`src/rtl/regfile_wb_if.sv`:
```
// Write-back bus between the two requesters (ALU, load unit), the register
// bank write port and the forwarding lookup. The arbiter attaches as slave.
interface regfile_wb_if #(
  parameter int DATA_W = 32,
  parameter int ADDR_W = 5
);
  logic              a_valid;
  logic              a_ready;
  logic [ADDR_W-1:0] a_addr;
  logic [DATA_W-1:0] a_data;
  logic              b_valid;
  logic              b_ready;
  logic [ADDR_W-1:0] b_addr;
  logic [DATA_W-1:0] b_data;
  logic              reg_write;
  logic [ADDR_W-1:0] write_register;
  logic [DATA_W-1:0] write_data;
  logic              busy;
  logic [ADDR_W-1:0] read_register1;
  logic [ADDR_W-1:0] read_register2;
  logic              fwd_hit1;
  logic              fwd_hit2;
  logic [DATA_W-1:0] fwd_data1;
  logic [DATA_W-1:0] fwd_data2;

  modport slave (
    input  a_valid, a_addr, a_data, b_valid, b_addr, b_data,
    input  read_register1, read_register2,
    output a_ready, b_ready, reg_write, write_register, write_data, busy,
    output fwd_hit1, fwd_hit2, fwd_data1, fwd_data2
  );

  modport master (
    output a_valid, a_addr, a_data, b_valid, b_addr, b_data,
    output read_register1, read_register2,
    input  a_ready, b_ready, reg_write, write_register, write_data, busy,
    input  fwd_hit1, fwd_hit2, fwd_data1, fwd_data2
  );
endinterface

```
`src/rtl/regfile_wb_arbiter.sv`:
```
// Register-file write-back arbiter: one holding entry per requester (A = ALU,
// B = load unit), one register bank write per cycle. Same-destination entries
// drain oldest first; otherwise round-robin. Writes to register 0 are dropped.
// Optional forwarding lookup out of the held entries: define REGFILE_WB_FWD_EN.
module regfile_wb_arbiter #(
  parameter int DATA_W = 32,
  parameter int ADDR_W = 5
) (
  input  logic         clk,
  input  logic         rst,
  regfile_wb_if.slave  bus
);

  logic              ha_full_q, ha_full_d;
  logic [ADDR_W-1:0] ha_addr_q, ha_addr_d;
  logic [DATA_W-1:0] ha_data_q, ha_data_d;
  logic              ha_old_q,  ha_old_d;
  logic              hb_full_q, hb_full_d;
  logic [ADDR_W-1:0] hb_addr_q, hb_addr_d;
  logic [DATA_W-1:0] hb_data_q, hb_data_d;
  logic              hb_old_q,  hb_old_d;
  logic              rr_last_b_q, rr_last_b_d;

  logic grant_a, grant_b;
  logic a_load, b_load;

  // Pick at most one full entry: age decides same-destination pairs, else round-robin.
  always_comb begin
    grant_a = 1'b0;
    grant_b = 1'b0;
    if (ha_full_q && hb_full_q) begin
      if (ha_addr_q == hb_addr_q) grant_a = ha_old_q;
      else                        grant_a = rr_last_b_q;
      grant_b = !grant_a;
    end else begin
      grant_a = ha_full_q;
      grant_b = hb_full_q;
    end
  end

  // An entry can accept when empty or when it is being drained this cycle.
  assign bus.a_ready = !ha_full_q || grant_a;
  assign bus.b_ready = !hb_full_q || grant_b;

  // Transfers to register 0 complete the handshake but never occupy an entry.
  assign a_load = bus.a_valid && bus.a_ready && (bus.a_addr != '0);
  assign b_load = bus.b_valid && bus.b_ready && (bus.b_addr != '0);

  assign bus.reg_write      = grant_a || grant_b;
  assign bus.write_register = grant_a ? ha_addr_q : (grant_b ? hb_addr_q : '0);
  assign bus.write_data     = grant_a ? ha_data_q : (grant_b ? hb_data_q : '0);
  assign bus.busy           = ha_full_q || hb_full_q;

  // Next state: drain the granted entry, reload on accept, track age and round-robin.
  always_comb begin
    ha_full_d   = ha_full_q && !grant_a;
    ha_addr_d   = ha_addr_q;
    ha_data_d   = ha_data_q;
    hb_full_d   = hb_full_q && !grant_b;
    hb_addr_d   = hb_addr_q;
    hb_data_d   = hb_data_q;
    ha_old_d    = ha_old_q;
    hb_old_d    = hb_old_q;
    rr_last_b_d = rr_last_b_q;

    if (a_load) begin
      ha_full_d = 1'b1;
      ha_addr_d = bus.a_addr;
      ha_data_d = bus.a_data;
    end
    if (b_load) begin
      hb_full_d = 1'b1;
      hb_addr_d = bus.b_addr;
      hb_data_d = bus.b_data;
    end

    // A freshly loaded entry is younger than one still held; a simultaneous
    // load of both makes B the older, which is the same outcome as A alone.
    if (a_load) begin
      ha_old_d = 1'b0;
      hb_old_d = 1'b1;
    end else if (b_load) begin
      ha_old_d = 1'b1;
      hb_old_d = 1'b0;
    end

    if (grant_a || grant_b) rr_last_b_d = grant_b;
  end

  // State registers; reset drops any held entry so no partial write escapes.
  always_ff @(posedge clk or posedge rst) begin
    if (rst) begin
      ha_full_q   <= 1'b0;
      ha_addr_q   <= '0;
      ha_data_q   <= '0;
      ha_old_q    <= 1'b0;
      hb_full_q   <= 1'b0;
      hb_addr_q   <= '0;
      hb_data_q   <= '0;
      hb_old_q    <= 1'b0;
      rr_last_b_q <= 1'b1;
    end else begin
      ha_full_q   <= ha_full_d;
      ha_addr_q   <= ha_addr_d;
      ha_data_q   <= ha_data_d;
      ha_old_q    <= ha_old_d;
      hb_full_q   <= hb_full_d;
      hb_addr_q   <= hb_addr_d;
      hb_data_q   <= hb_data_d;
      hb_old_q    <= hb_old_d;
      rr_last_b_q <= rr_last_b_d;
    end
  end

`ifdef REGFILE_WB_FWD_EN
  // Lookup of a non-zero index in the held entries; the younger entry wins a double hit.
  function automatic logic [DATA_W:0] fwd_lookup(
    input logic [ADDR_W-1:0] idx,
    input logic              a_full, b_full, a_old,
    input logic [ADDR_W-1:0] a_addr, b_addr,
    input logic [DATA_W-1:0] a_data, b_data
  );
    logic hit_a, hit_b;
    hit_a = a_full && (idx != '0) && (a_addr == idx);
    hit_b = b_full && (idx != '0) && (b_addr == idx);
    if (hit_a && hit_b) fwd_lookup = {1'b1, (a_old ? b_data : a_data)};
    else if (hit_a)     fwd_lookup = {1'b1, a_data};
    else if (hit_b)     fwd_lookup = {1'b1, b_data};
    else                fwd_lookup = '0;
  endfunction

  // Forwarding port 1.
  always_comb begin
    {bus.fwd_hit1, bus.fwd_data1} = fwd_lookup(bus.read_register1, ha_full_q, hb_full_q,
                                               ha_old_q, ha_addr_q, hb_addr_q,
                                               ha_data_q, hb_data_q);
  end

  // Forwarding port 2.
  always_comb begin
    {bus.fwd_hit2, bus.fwd_data2} = fwd_lookup(bus.read_register2, ha_full_q, hb_full_q,
                                               ha_old_q, ha_addr_q, hb_addr_q,
                                               ha_data_q, hb_data_q);
  end
`else
  logic unused_read_regs;
  assign unused_read_regs = ^{bus.read_register1, bus.read_register2};
  assign bus.fwd_hit1  = 1'b0;
  assign bus.fwd_hit2  = 1'b0;
  assign bus.fwd_data1 = '0;
  assign bus.fwd_data2 = '0;
`endif

endmodule

```
`src/flat_wrapper.sv`:
```
// flat-port wrapper written by rule: the top's interface ports become plain ports
module regfile_wb_arbiter_flat 
#(
  parameter int DATA_W = 32,
  parameter int ADDR_W = 5
)
  (clk, rst, bus_a_valid, bus_a_addr, bus_a_data, bus_b_valid, bus_b_addr, bus_b_data, bus_read_register1, bus_read_register2, bus_a_ready, bus_b_ready, bus_reg_write, bus_write_register, bus_write_data, bus_busy, bus_fwd_hit1, bus_fwd_hit2, bus_fwd_data1, bus_fwd_data2);
  regfile_wb_if #(.DATA_W(DATA_W), .ADDR_W(ADDR_W)) bus_i ();
  input  logic clk;
  input  logic rst;
  input wire logic [$bits(bus_i.a_valid)-1:0] bus_a_valid;
  input wire logic [$bits(bus_i.a_addr)-1:0] bus_a_addr;
  input wire logic [$bits(bus_i.a_data)-1:0] bus_a_data;
  input wire logic [$bits(bus_i.b_valid)-1:0] bus_b_valid;
  input wire logic [$bits(bus_i.b_addr)-1:0] bus_b_addr;
  input wire logic [$bits(bus_i.b_data)-1:0] bus_b_data;
  input wire logic [$bits(bus_i.read_register1)-1:0] bus_read_register1;
  input wire logic [$bits(bus_i.read_register2)-1:0] bus_read_register2;
  output wire logic [$bits(bus_i.a_ready)-1:0] bus_a_ready;
  output wire logic [$bits(bus_i.b_ready)-1:0] bus_b_ready;
  output wire logic [$bits(bus_i.reg_write)-1:0] bus_reg_write;
  output wire logic [$bits(bus_i.write_register)-1:0] bus_write_register;
  output wire logic [$bits(bus_i.write_data)-1:0] bus_write_data;
  output wire logic [$bits(bus_i.busy)-1:0] bus_busy;
  output wire logic [$bits(bus_i.fwd_hit1)-1:0] bus_fwd_hit1;
  output wire logic [$bits(bus_i.fwd_hit2)-1:0] bus_fwd_hit2;
  output wire logic [$bits(bus_i.fwd_data1)-1:0] bus_fwd_data1;
  output wire logic [$bits(bus_i.fwd_data2)-1:0] bus_fwd_data2;
  assign bus_i.a_valid = bus_a_valid;
  assign bus_i.a_addr = bus_a_addr;
  assign bus_i.a_data = bus_a_data;
  assign bus_i.b_valid = bus_b_valid;
  assign bus_i.b_addr = bus_b_addr;
  assign bus_i.b_data = bus_b_data;
  assign bus_i.read_register1 = bus_read_register1;
  assign bus_i.read_register2 = bus_read_register2;
  assign bus_a_ready = bus_i.a_ready;
  assign bus_b_ready = bus_i.b_ready;
  assign bus_reg_write = bus_i.reg_write;
  assign bus_write_register = bus_i.write_register;
  assign bus_write_data = bus_i.write_data;
  assign bus_busy = bus_i.busy;
  assign bus_fwd_hit1 = bus_i.fwd_hit1;
  assign bus_fwd_hit2 = bus_i.fwd_hit2;
  assign bus_fwd_data1 = bus_i.fwd_data1;
  assign bus_fwd_data2 = bus_i.fwd_data2;
  regfile_wb_arbiter #(.DATA_W(DATA_W), .ADDR_W(ADDR_W)) u_core (.clk(clk), .rst(rst), .bus(bus_i));
endmodule
```
`config.mk`:
```
export PLATFORM = sky130hd
export DESIGN_NAME = regfile_wb_arbiter_flat
export DESIGN_NICKNAME = d
export VERILOG_FILES = /design/src/rtl/regfile_wb_if.sv /design/src/rtl/regfile_wb_arbiter.sv /design/src/flat_wrapper.sv
export SDC_FILE = /design/constraint.sdc
export NUM_CORES = 1
export LEC_CHECK = 0
export ABC_AREA = 1
export CORE_UTILIZATION = 42
export CTS_CLUSTER_DIAMETER = 100
export DETAILED_ROUTE_END_ITERATION = 7
export GPL_ROUTABILITY_DRIVEN = 0
export GPL_TIMING_DRIVEN = 0
export PLACE_DENSITY = 0.81
export SLEW_MARGIN = 30
export SYNTH_ARGS = -nofsm -noshare
export SYNTH_HDL_FRONTEND = slang
export SYNTH_SLANG_ARGS = --single-unit
```
`constraint.sdc`:
```
create_clock -name clk -period 2.85 [get_ports clk]
set_input_delay 0.57 -clock clk [delete_from_list [all_inputs] [get_ports clk]]
set_output_delay 0.57 -clock clk [all_outputs]
set_load 0.01 [all_outputs]
```
== After elaboration in Yosys (flattened, before gate mapping) ==
Index checks and enable logic that the tools add are counted.

* Equal/unequal tests: 1
* Multiplexer cells: 12
* Reduce and logical (&&, ||, !) cells: 19

{| class="wikitable"
|+ Operator list
! cell !! number
|-
| 2-to-1 mux 32 bit || 2
|-
| 2-to-1 mux 5 bit || 2
|-
| nonzero test 5 bit || 2
|-
| 2-to-1 mux 1 bit || 8
|-
| logical AND 1 bit || 7
|-
| equality test 5 bit || 1
|-
| logical NOT 1 bit || 5
|-
| logical OR 1 bit || 4
|-
| nonzero test 2 bit || 1
|}

* Flip-flop bits (word level): 78
* Input bits: 88

== Logic depth before layout (Yosys ltp) ==
Gate-level depths: netlist of the first run.

* Depth after elaboration: 10
* Gate-level depth with buffers: 12

== Least setup slack after synthesis of the first run ==
OpenSTA, ideal clock, no wires.

* Kind: register -> output
* From: register u_core.hb_addr_q[0]
* To: output bus_write_register[1]
* Data arrival time: 1396 ps
* Data required time: 2280 ps
* Slack: 884 ps
* Stages on the path, launching flop included: 8
* Cell sequence: dfrtp_1 -> nor2_1 -> nor2_1 -> nor2_1 -> nand4_1 -> nand3_1 -> nand2_1 -> o21ai_0

* Word-level cells in the longest chain between the ends: 7

{| class="wikitable"
|+ Ends and longest elaborated chain
! item !! RTL line !! RTL
|-
| from (decl) || regfile_wb_arbiter.sv:19 || <nowiki>logic [ADDR_W-1:0] hb_addr_q, hb_addr_d;</nowiki>
|-
| from (signal assigned) || regfile_wb_arbiter.sv:108 || <nowiki>hb_addr_q <= hb_addr_d;</nowiki>
|-
| equality test 5 bit * || regfile_wb_arbiter.sv:32 || <nowiki>if (ha_addr_q == hb_addr_q) grant_a = ha_old_q;</nowiki>
|-
| 2-to-1 mux 1 bit * || regfile_wb_arbiter.sv:32 ||
|-
| 2-to-1 mux 1 bit * || regfile_wb_arbiter.sv:31 || <nowiki>if (ha_full_q && hb_full_q) begin</nowiki>
|-
| logical NOT 1 bit || regfile_wb_arbiter.sv:34 || <nowiki>grant_b = !grant_a;</nowiki>
|-
| 2-to-1 mux 1 bit || regfile_wb_arbiter.sv:31 ||
|-
| 2-to-1 mux 5 bit || regfile_wb_arbiter.sv:50 || <nowiki>assign bus.write_register = grant_a ? ha_addr_q : (grant_b ? hb_addr_q : '0);</nowiki>
|-
| 2-to-1 mux 5 bit * || regfile_wb_arbiter.sv:50 ||
|-
| to (decl) || flat_wrapper.sv:22 || <nowiki>output wire logic [$bits(bus_i.write_register)-1:0] bus_write_register;</nowiki>
|}

Mark *: on every way between the ends. The rest lies on a longest branch, timed or not. The select of a mux whose other input is x is not followed.

== Worst setup path after layout of the first run ==
* From: register u_core.hb_addr_q[3]
* To: output bus_write_register[4]

The elaborated chain is that of the path after synthesis.

==> results summary, run 1 <==
The clock slew at the register clock pins of the worst setup and hold paths came out at 80 ps. The final reports fail on setup timing. The post-route clock skew came out at 10.0 ps. The number of I/O pins came out at 195. Walking the worst path, the cells encountered are xnor2_1 -> nand4_1 -> nand3_4 -> buf_4 -> buf_4 -> nand2_1 -> o21ai_1 -> dlygate4sd2_1. The remaining design rule violation count came out at 0. The cell area after synthesis came out at 4330 um2. The count of final hold-check violations came out at 0.

The buffer depth of the longest clock path is 2. Summing the areas of all and, or, nand and nor instances in the mapped netlist gives 22.2% of the synthesized area. OpenSTA, run right after detailed placement, puts the worst setup slack at -12.2 ps. The number of global-route vias before repair is 4025.

The worst setup path is of the flip-flop to output pin kind. The cell that appears most often on the critical path is sky130_fd_sc_hd__buf_4. TritonCTS created 9 clock buffers. Broken down by cell family, the worst path's largest delay share belongs to simple AND/OR/NAND/NOR gates. The power per standard cell area came out at 807 nW/um2. The post-synthesis share of cell area spent on full adders, half adders and majority gates came out at 0%.

At the worst endpoint, the arrival time is 2380 ps. The top cell types in the final layout, fill and taps aside, are sky130_fd_sc_hd__nand2_1, sky130_fd_sc_hd__buf_4, sky130_fd_sc_hd__inv_1. The design internal power is 0.00306 W.

Counting every sink on the clock net gives 78. The synthesized instance count is 556. Of all nets on the critical path, the largest fanout is 6. The number of distinct standard cells referenced by the synthesized netlist came out at 22.

The sum of overflow across all layers after global routing came out at 0. The die is 103 um tall. On the critical path, the stage with the largest delay is an instance of sky130_fd_sc_hd__dfrtp_1. From synthesis to final layout, the design area changed by 46.1%. The mux contribution to synthesized area came out at 0%. The share of synthesized area in the top cell type comes to 44.5%. The horizontal extent of the die is 103 um. The max-cap check violation count is 0. The peak ir drop on the vdd network came out at 0.000486 V. The critical path capture point type is an output pin. The most used flip-flop cell after synthesis is sky130_fd_sc_hd__dfrtp_1. The max-slew violation count came to 0.

The layout filler cell count came out at 836. The fraction of layout cells with a size suffix above 1 is 18.5%. The proportion of register bits with asynchronous set or reset after synthesis is 100%. TritonCTS built the clock tree. For this configuration, the core starts out at a cell density of 43.9%. In this run the remaining antenna-violating nets after routing total 0. The sequential share of the synthesized area is 45.1%. The xor/xnor cell area share of the yosys netlist came out at 0.202%. The cell chosen for the clock root is sky130_fd_sc_hd__clkbuf_8. The combinational share of power is 50.6%. The count of flip-flops with a built-in enable after synthesis came out at 0. The synthesized netlist devotes 8.79% of its cell area to compound gates. The clock network fraction of design power is 15.8%. The number of flip-flops and latches in the synthesized netlist is 78.

The normalized max-slew margin came out at 65.3%. For this run, the total global-route usage over all layers was measured as 22.0%. The total die area is 10700 um2.

The final number of setup-violating endpoints is 8. The flow ran to the end, but the final reports show violations. The H-tree generated during clock tree synthesis spans 3 levels. The delay of the slowest cell on the worst path came out at 430 ps. The worst hold path belongs to the class flip-flop to flip-flop. A synthesized cell averages 7.78 um2. In this run the standard cell core region covers 9860 um2.

Dividing the detail-routed wire length by the instance count gives 12.7 um. The global-route wire length before repair came out at 18.1 mm. The ratio of routed vias to standard cells is 4.53. The library cell used most frequently in the layout, excluding fill and tap cells, is sky130_fd_sc_hd__nand2_1. The total power draw came out at 0.00510 W.

The total net switching power came out at 0.00204 W. The cell taking the most area after synthesis is sky130_fd_sc_hd__dfrtp_1. The routed design could run at a clock period as short as 2950 ps. The critical path buffer and inverter count is 3. The upper clock frequency limit is 0.339 GHz.

The part of the power in registers came out at 33.6%. The standby leakage power came out at 3.58 nW. The count of buffers added on input and output ports is 118. The total number of yosys warnings came out at 0. The final worst-path cycle share is 104%.

In this run, post-CTS hold repair placed 0 buffers. STA classifies the critical path startpoint as a flip-flop. The largest family of logic cells by synthesized area is buffers and inverters. The critical path required time came out at 2280 ps. The switching part of the total power is 40.0%.

The aggregate negative setup slack came out at -470 ps. The first TritonRoute pass finished after 5 iterations. The initial antenna violation count came out at 0. The worst path setup slack after routing came out at -101 ps. Setup repair after global routing could not meet its margin everywhere. By area the synthesized netlist is led by sky130_fd_sc_hd__dfrtp_1, sky130_fd_sc_hd__buf_4, sky130_fd_sc_hd__nand2_1. The transition time of the tightest slew-check pin came out at 521 ps.

In this run, the number of DRC markers left after iteration 0 of detailed routing was 228. The via count is 4097. The initialized floorplan defines 36 standard-cell rows.

The antenna diode count is 0. The insertion delay to the later sink of the worst-skew pair came out at 350 ps. The maximum number of pins on one net before global-route repair is 47.

The detailed placer's ending HPWL is 8.43 mm. After detailed routing, the total wire length is 11.5 mm. The number of nets at the end of the flow is 855.
## worst min-delay path, stage by stage, from the launching register on
cell and delay (ps):
sky130_fd_sc_hd__dfrtp_1 350, sky130_fd_sc_hd__nand2_1 50, sky130_fd_sc_hd__o21ai_0 60
## layer usage
metal | vias to the layer above | track usage (%) | wire length [um]
met1 | 1871 | 28.0 | 4860
met2 | 185 | 38.3 | 5600
met3 | 14 | 4.64 | 873
li1 | 2027 | - | -
met4 | 0 | 5.74 | 131
met5 | - | 0 | 0
## cells by family after synthesis
group,count (synthesis)
and+or+nand+nor,219
buffers and inverters,181
DFF,78
AOI/OAI and AO/OA,76
xor gates and xnor gates,1
other,1
## flip-flops by register name, indices dropped and copies added, names as in the netlist
signal	count
u_core.hb_full_q	1
u_core.ha_full_q	1
u_core.rr_last_b_q	1
u_core.hb_data_q	32
u_core.ha_old_q	1
u_core.ha_addr_q	5
u_core.hb_addr_q	5
u_core.ha_data_q	32
## layout make-up
| type | count | area, um2 | area share, % |
|---|---|---|---|
| Inverter | 84 | 318 | 5.03 |
| Clock inverter | 7 | 65.1 | 1.03 |
| Multi-Input combinational cell | 362 | 1640 | 26.0 |
| Tap cell | 133 | 166 | 2.63 |
| Sequential cell | 78 | 1950 | 30.9 |
| Buffer | 96 | 744 | 11.8 |
| Clock buffer | 9 | 124 | 1.96 |
| Timing Repair Buffer | 136 | 1310 | 20.7 |
## Yosys cell counts (2+ instances only)
| master | instances |
|---|---|
| sky130_fd_sc_hd__nor2_1 | 3 |
| sky130_fd_sc_hd__o21ai_1 | 62 |
| sky130_fd_sc_hd__nand2_1 | 128 |
| sky130_fd_sc_hd__nand4_1 | 2 |
| sky130_fd_sc_hd__dfrtp_1 | 77 |
| sky130_fd_sc_hd__buf_2 | 9 |
| sky130_fd_sc_hd__nand3_2 | 5 |
| sky130_fd_sc_hd__inv_1 | 83 |
| sky130_fd_sc_hd__clkbuf_1 | 4 |
| sky130_fd_sc_hd__buf_4 | 71 |
| sky130_fd_sc_hd__buf_1 | 4 |
| sky130_fd_sc_hd__o21ai_0 | 14 |
| sky130_fd_sc_hd__nand3_1 | 77 |
| sky130_fd_sc_hd__buf_6 | 8 |
| sky130_fd_sc_hd__nor3_1 | 2 |
## metrics by stage
stage          utilization [%]  instance area (um2)  std cells  hold WS (ps)
2_1_floorplan                -                 4570        621           454
3_3_place_gp              60.0                 5920        872           469
3_5_place_dp              60.2                 5940        873           474
4_1_cts                   62.6                 6180        891           493
5_1_grt                   64.1                 6320        905           509
6_report                  64.1                 6320        905           490
## power groups by stage
stage	combinational (W)	sequential, W	clock (W)
6_report	0.00258	0.00171	0.000805
5_1_grt	0.00285	0.00175	0.000868
4_1_cts	0.00243	0.00170	0.000813
3_5_place_dp	0.00248	0.00169	0
3_3_place_gp	0.00243	0.00167	0
2_1_floorplan	0.00141	0.00163	0
## repair_timing
item / CTS / global route
resized for setup: 51 / 21
setup endpoints to repair: 37 / 34
setup buffers: 2 / 14
pin swaps: 4 / 3
cloned: 1 / 0
## final timing paths
path	from	slack, ps	depth (start not counted)	end
min	u_core.ha_data_q[31]	490	2	u_core.ha_data_q[31]
min in group asynchronous	rst	570	2	u_core.hb_data_q[9]
max reg2reg	u_core.hb_addr_q[3]	750	9	u_core.hb_data_q[14]
max in group asynchronous	rst	1620	3	u_core.rr_last_b_q
max	u_core.hb_addr_q[3]	-100	8	bus_write_register[4]
min reg2reg	u_core.ha_data_q[31]	490	2	u_core.ha_data_q[31]
(Power assumes the default switching activity.)
==> inputs of run 2 (changes only) <==
Settings changed: CORE_UTILIZATION 42 to 43, CTS_BUF_LIST from default to sky130_fd_sc_hd__clkbuf_4 sky130_fd_sc_hd__clkbuf_8, PLACE_DENSITY 0.81 to 0.82, REMOVE_ABC_BUFFERS from default to 1, SLEW_MARGIN 30 to 20.
==> run 2 against run 1 <==
Compared with the run above:
- count of clock-buffer cells in the layout increased by 2
- first-iteration DRC count is 34% lower
- critical path depth up 4
- critical endpoint unchanged
- largest power group unchanged
- global-route usage is 0.86 points lower
- the run now ends clean
- largest cell class is now flip-flops and latches
- critical path type unchanged
==> results summary, run 2 (synthesized netlist as in run 1, its figures left out) <==
The first-pass detailed-route iteration total is 5 (unchanged). The clock sink total is 78 (unchanged). The number of buffers created by CTS came out at 9 (unchanged). The part of the power in registers came out at 37.4% (+3.8 points). The run finished with clean final reports.

The worst hold path begins at u_core.hb_data_q[7]. The clock slew at the register clock pins of the worst setup and hold paths is 90 ps (about the same). The critical path start-end classification is flip-flop to output pin. The maximum number of pins on one net before global-route repair came to 76 (+62%). In the layout the commonest cells are sky130_fd_sc_hd__nand2_1, sky130_fd_sc_hd__inv_1, sky130_fd_sc_hd__clkdlybuf4s50_1.

The number of H-tree levels came out at 3 (unchanged). The total net switching power is 0.00207 W (+1.3%). The normalized max-slew margin is 44.3% (-21 points).

The total wire length after detailed routing is 10.7 mm (-6.8%). The met2 layer usage reported by global route came out at 37.0% (-1.3 points). The number of I/O pins came out at 195 (unchanged). The insertion delay to the later sink of the worst-skew pair is 350 ps (about the same). Compared with the post-synthesis result, the final layout area differs by 31.3%. The number of global-route vias before repair is 3707 (-7.9%). The final core area utilization is 58.1% (-6.0 points). The worst setup slack before clock tree synthesis is -314 ps (-301 ps). The total area of multi-input combinational cells came out at 1710 um2 (+4.3%). The worst setup path is captured at an output pin.

The via count is 3875 (-5.4%). In this run the critical register-to-register path is launched from u_core.ha_addr_q[0]. The tree is rooted in a sky130_fd_sc_hd__clkbuf_8. The count of hold-fix buffers inserted at cts is 0 (unchanged). The upper clock frequency limit came out at 0.359 GHz (+6.1%). The power per standard cell area came to 870 nW/um2 (+7.8%). The peak ir drop on the vdd network came out at 0.000351 V (-28%). The worst path setup slack after routing is 67.9 ps (+169 ps). The routed length per instance was 13.2 um (+4.2%). The standby leakage power came out at 2.97 nW (-17%).

The total routing usage reported by global routing came out at 21.2% (-0.86 points). TritonCTS built the clock tree. The max-cap check violation count was 0 (unchanged). The count of final hold-check violations was 0 (unchanged).

The ratio of routed vias to standard cells was 4.79 (+5.8%). The max-slew violation count is 0 (unchanged). The design internal power came out at 0.00287 W (-6.1%). The post-route clock skew is 13.2 ps (+3.18 ps). The initial antenna violation count came to 0 (unchanged). The combinational share of power came to 47.1% (-3.5 points). The final number of setup-violating endpoints was 0 (-8). The horizontal extent of the die is 102 um (-1.1%). The global-route wire length before repair came out at 17.1 mm (-5.6%). The global-route track usage on met1 is 26.5% (-1.5 points). The clock network fraction of design power is 15.6% (-0.2 points). The transition time of the tightest slew-check pin came out at 836 ps (+315 ps). The first-iteration detailed-routing DRC count came out at 151 (-34%).

The met3 routing resource usage after global routing is 3.90% (-0.74 points). The sequential cell area in the final layout is 1960 um2 (+0.38%). The maximum fanout count along the critical path was 4 (-2). The antenna violation net count after detailed routing came to 0 (unchanged). The class of the tightest hold or removal check is flip-flop to flip-flop. The number of standard-cell rows in the floorplan is 36 (unchanged). The remaining design rule violation count came out at 0 (unchanged). The switching part of the total power came out at 41.8% (+1.8 points).

The layout filler cell count was 855 (+2.3%). The worst endpoint data arrival time came out at 2210 ps (-170 ps). The critical path required time came out at 2280 ps (about the same). The placeable core region is 9770 um2 (-0.91%). The number of nets at the end of the flow came out at 759 (-11%). The effective utilization at floorplan is 44.3% (+0.40 points). The buffer depth of the longest clock path is 2 (unchanged). In this run the most used layer during global routing was met2. The antenna diode count came to 0 (unchanged).

The final worst-path cycle share is 97.6% (-5.9 points). The fraction of layout cells with a size suffix above 1 is 9.32% (-9.2 points). The die boundary height came out at 102 um (-1.1%). STA classifies the critical path startpoint as a flip-flop. The sum of overflow across all layers after global routing came out at 0 (unchanged).

The most common library cell in the layout ignoring fill and taps is sky130_fd_sc_hd__nand2_1. The detailed placer's ending HPWL is 6.37 mm (-24%). The post-route minimum period came out at 2780 ps (-169 ps). The number of port buffers came to 118 (unchanged).

The beginning of the critical path is u_core.ha_addr_q[0]. Setup repair after global routing could not meet its margin everywhere. The total die area came to 10500 um2 (-2.3%). The largest registers in the layout are u_core.ha_data_q: 32 flops, u_core.hb_data_q: 32 flops.
-- run 2: cell types whose count changed in the layout (fill, tap and decap cells not counted), sizes merged --
| cell | previous run | this run |
|---|---|---|
| buf | 110 | 19 |
| bufinv | 1 | 0 |
| clkdlybuf4s15 | 2 | 23 |
| clkinv | 4 | 1 |
| clkinvlp | 2 | 4 |
| dlygate4sd2 | 25 | 8 |
| dlymetal6s2s | 8 | 0 |
| nand3 | 82 | 83 |
-- run 2: per-layer routing --
| layer | up-vias | part of all wire [%] |
|---|---|---|
| met5 | - | 0 |
| met4 | 0 | 1.2 |
| met3 | 16 | 6.9 |
| met2 | 198 | 51 |
| met1 | 1821 | 41 |
| li1 | 1840 | - |
-- run 2: path summary, 6_finish.rpt --
path | end | slack (ps) | cells after the start
hold reg to reg | u_core.hb_data_q[7] | 500 | 2
setup reg to reg | u_core.hb_data_q[29] | 330 | 9
max in group asynchronous | u_core.rr_last_b_q | 1610 | 3
setup / recovery | bus_write_register[4] | 70 | 12
min in group asynchronous | u_core.hb_data_q[8] | 580 | 2
hold / removal | u_core.hb_data_q[7] | 500 | 2
-- run 2: power by group through the flow --
stage	combinational, W	clock (W)	sequential [W]
after global placement	0.00208	0	0.00180
after CTS	0.00228	0.000772	0.00183
final	0.00232	0.000769	0.00185
after floorplan	0.00112	0	0.00171
after global routing	0.00257	0.000829	0.00190
after detailed placement	0.00216	0	0.00183
-- run 2: final cells by class --
| type | instances | share of cell area [%] |
|---|---|---|
| clock buffers | 11 | 2.56 |
| clock inverters | 5 | 0.617 |
| well taps | 133 | 2.93 |
| multi-input cells | 363 | 30.2 |
| inverters | 84 | 5.60 |
| flip-flops and latches | 78 | 34.5 |
| repair buffers | 135 | 23.6 |
-- run 2: timing repair --
action	in CTS	in global routing
endpoints found under the hold margin	0	0
setup buffers	11	4
cloned	2	0
pin swaps	8	10
gates resized for setup	56	45
endpoints found under the setup margin	37	28
-- run 2: stage by stage --
stage / hold WS (ps) / cell area, um2 / instances / setup TNS [ps] / total power [W]
3_5_place_dp: 476 / 5290 / 777 / -9790 / 0.00399
3_3_place_gp: 471 / 5220 / 775 / -137320 / 0.00388
2_1_floorplan: 454 / 3870 / 524 / 0 / 0.00283
5_1_grt: 514 / 5680 / 809 / -235 / 0.00530
6_report: 495 / 5680 / 809 / 0 / 0.00494
4_1_cts: 497 / 5640 / 806 / -9.99 / 0.00487
-- run 2: worst max-delay path, cell delays in order, from the launching register on --
cell,delay (ps)
sky130_fd_sc_hd__dfrtp_1,410
sky130_fd_sc_hd__nand2_1,90
sky130_fd_sc_hd__inv_1,80
sky130_fd_sc_hd__nor2_2,50
sky130_fd_sc_hd__nor2_4,160
sky130_fd_sc_hd__nand3_4,110
sky130_fd_sc_hd__buf_4,160
sky130_fd_sc_hd__nand2_4,110
sky130_fd_sc_hd__nand3_4,100
sky130_fd_sc_hd__buf_4,180
sky130_fd_sc_hd__nand3_1,80
sky130_fd_sc_hd__o21ai_2,70
sky130_fd_sc_hd__dlygate4sd2_1,280
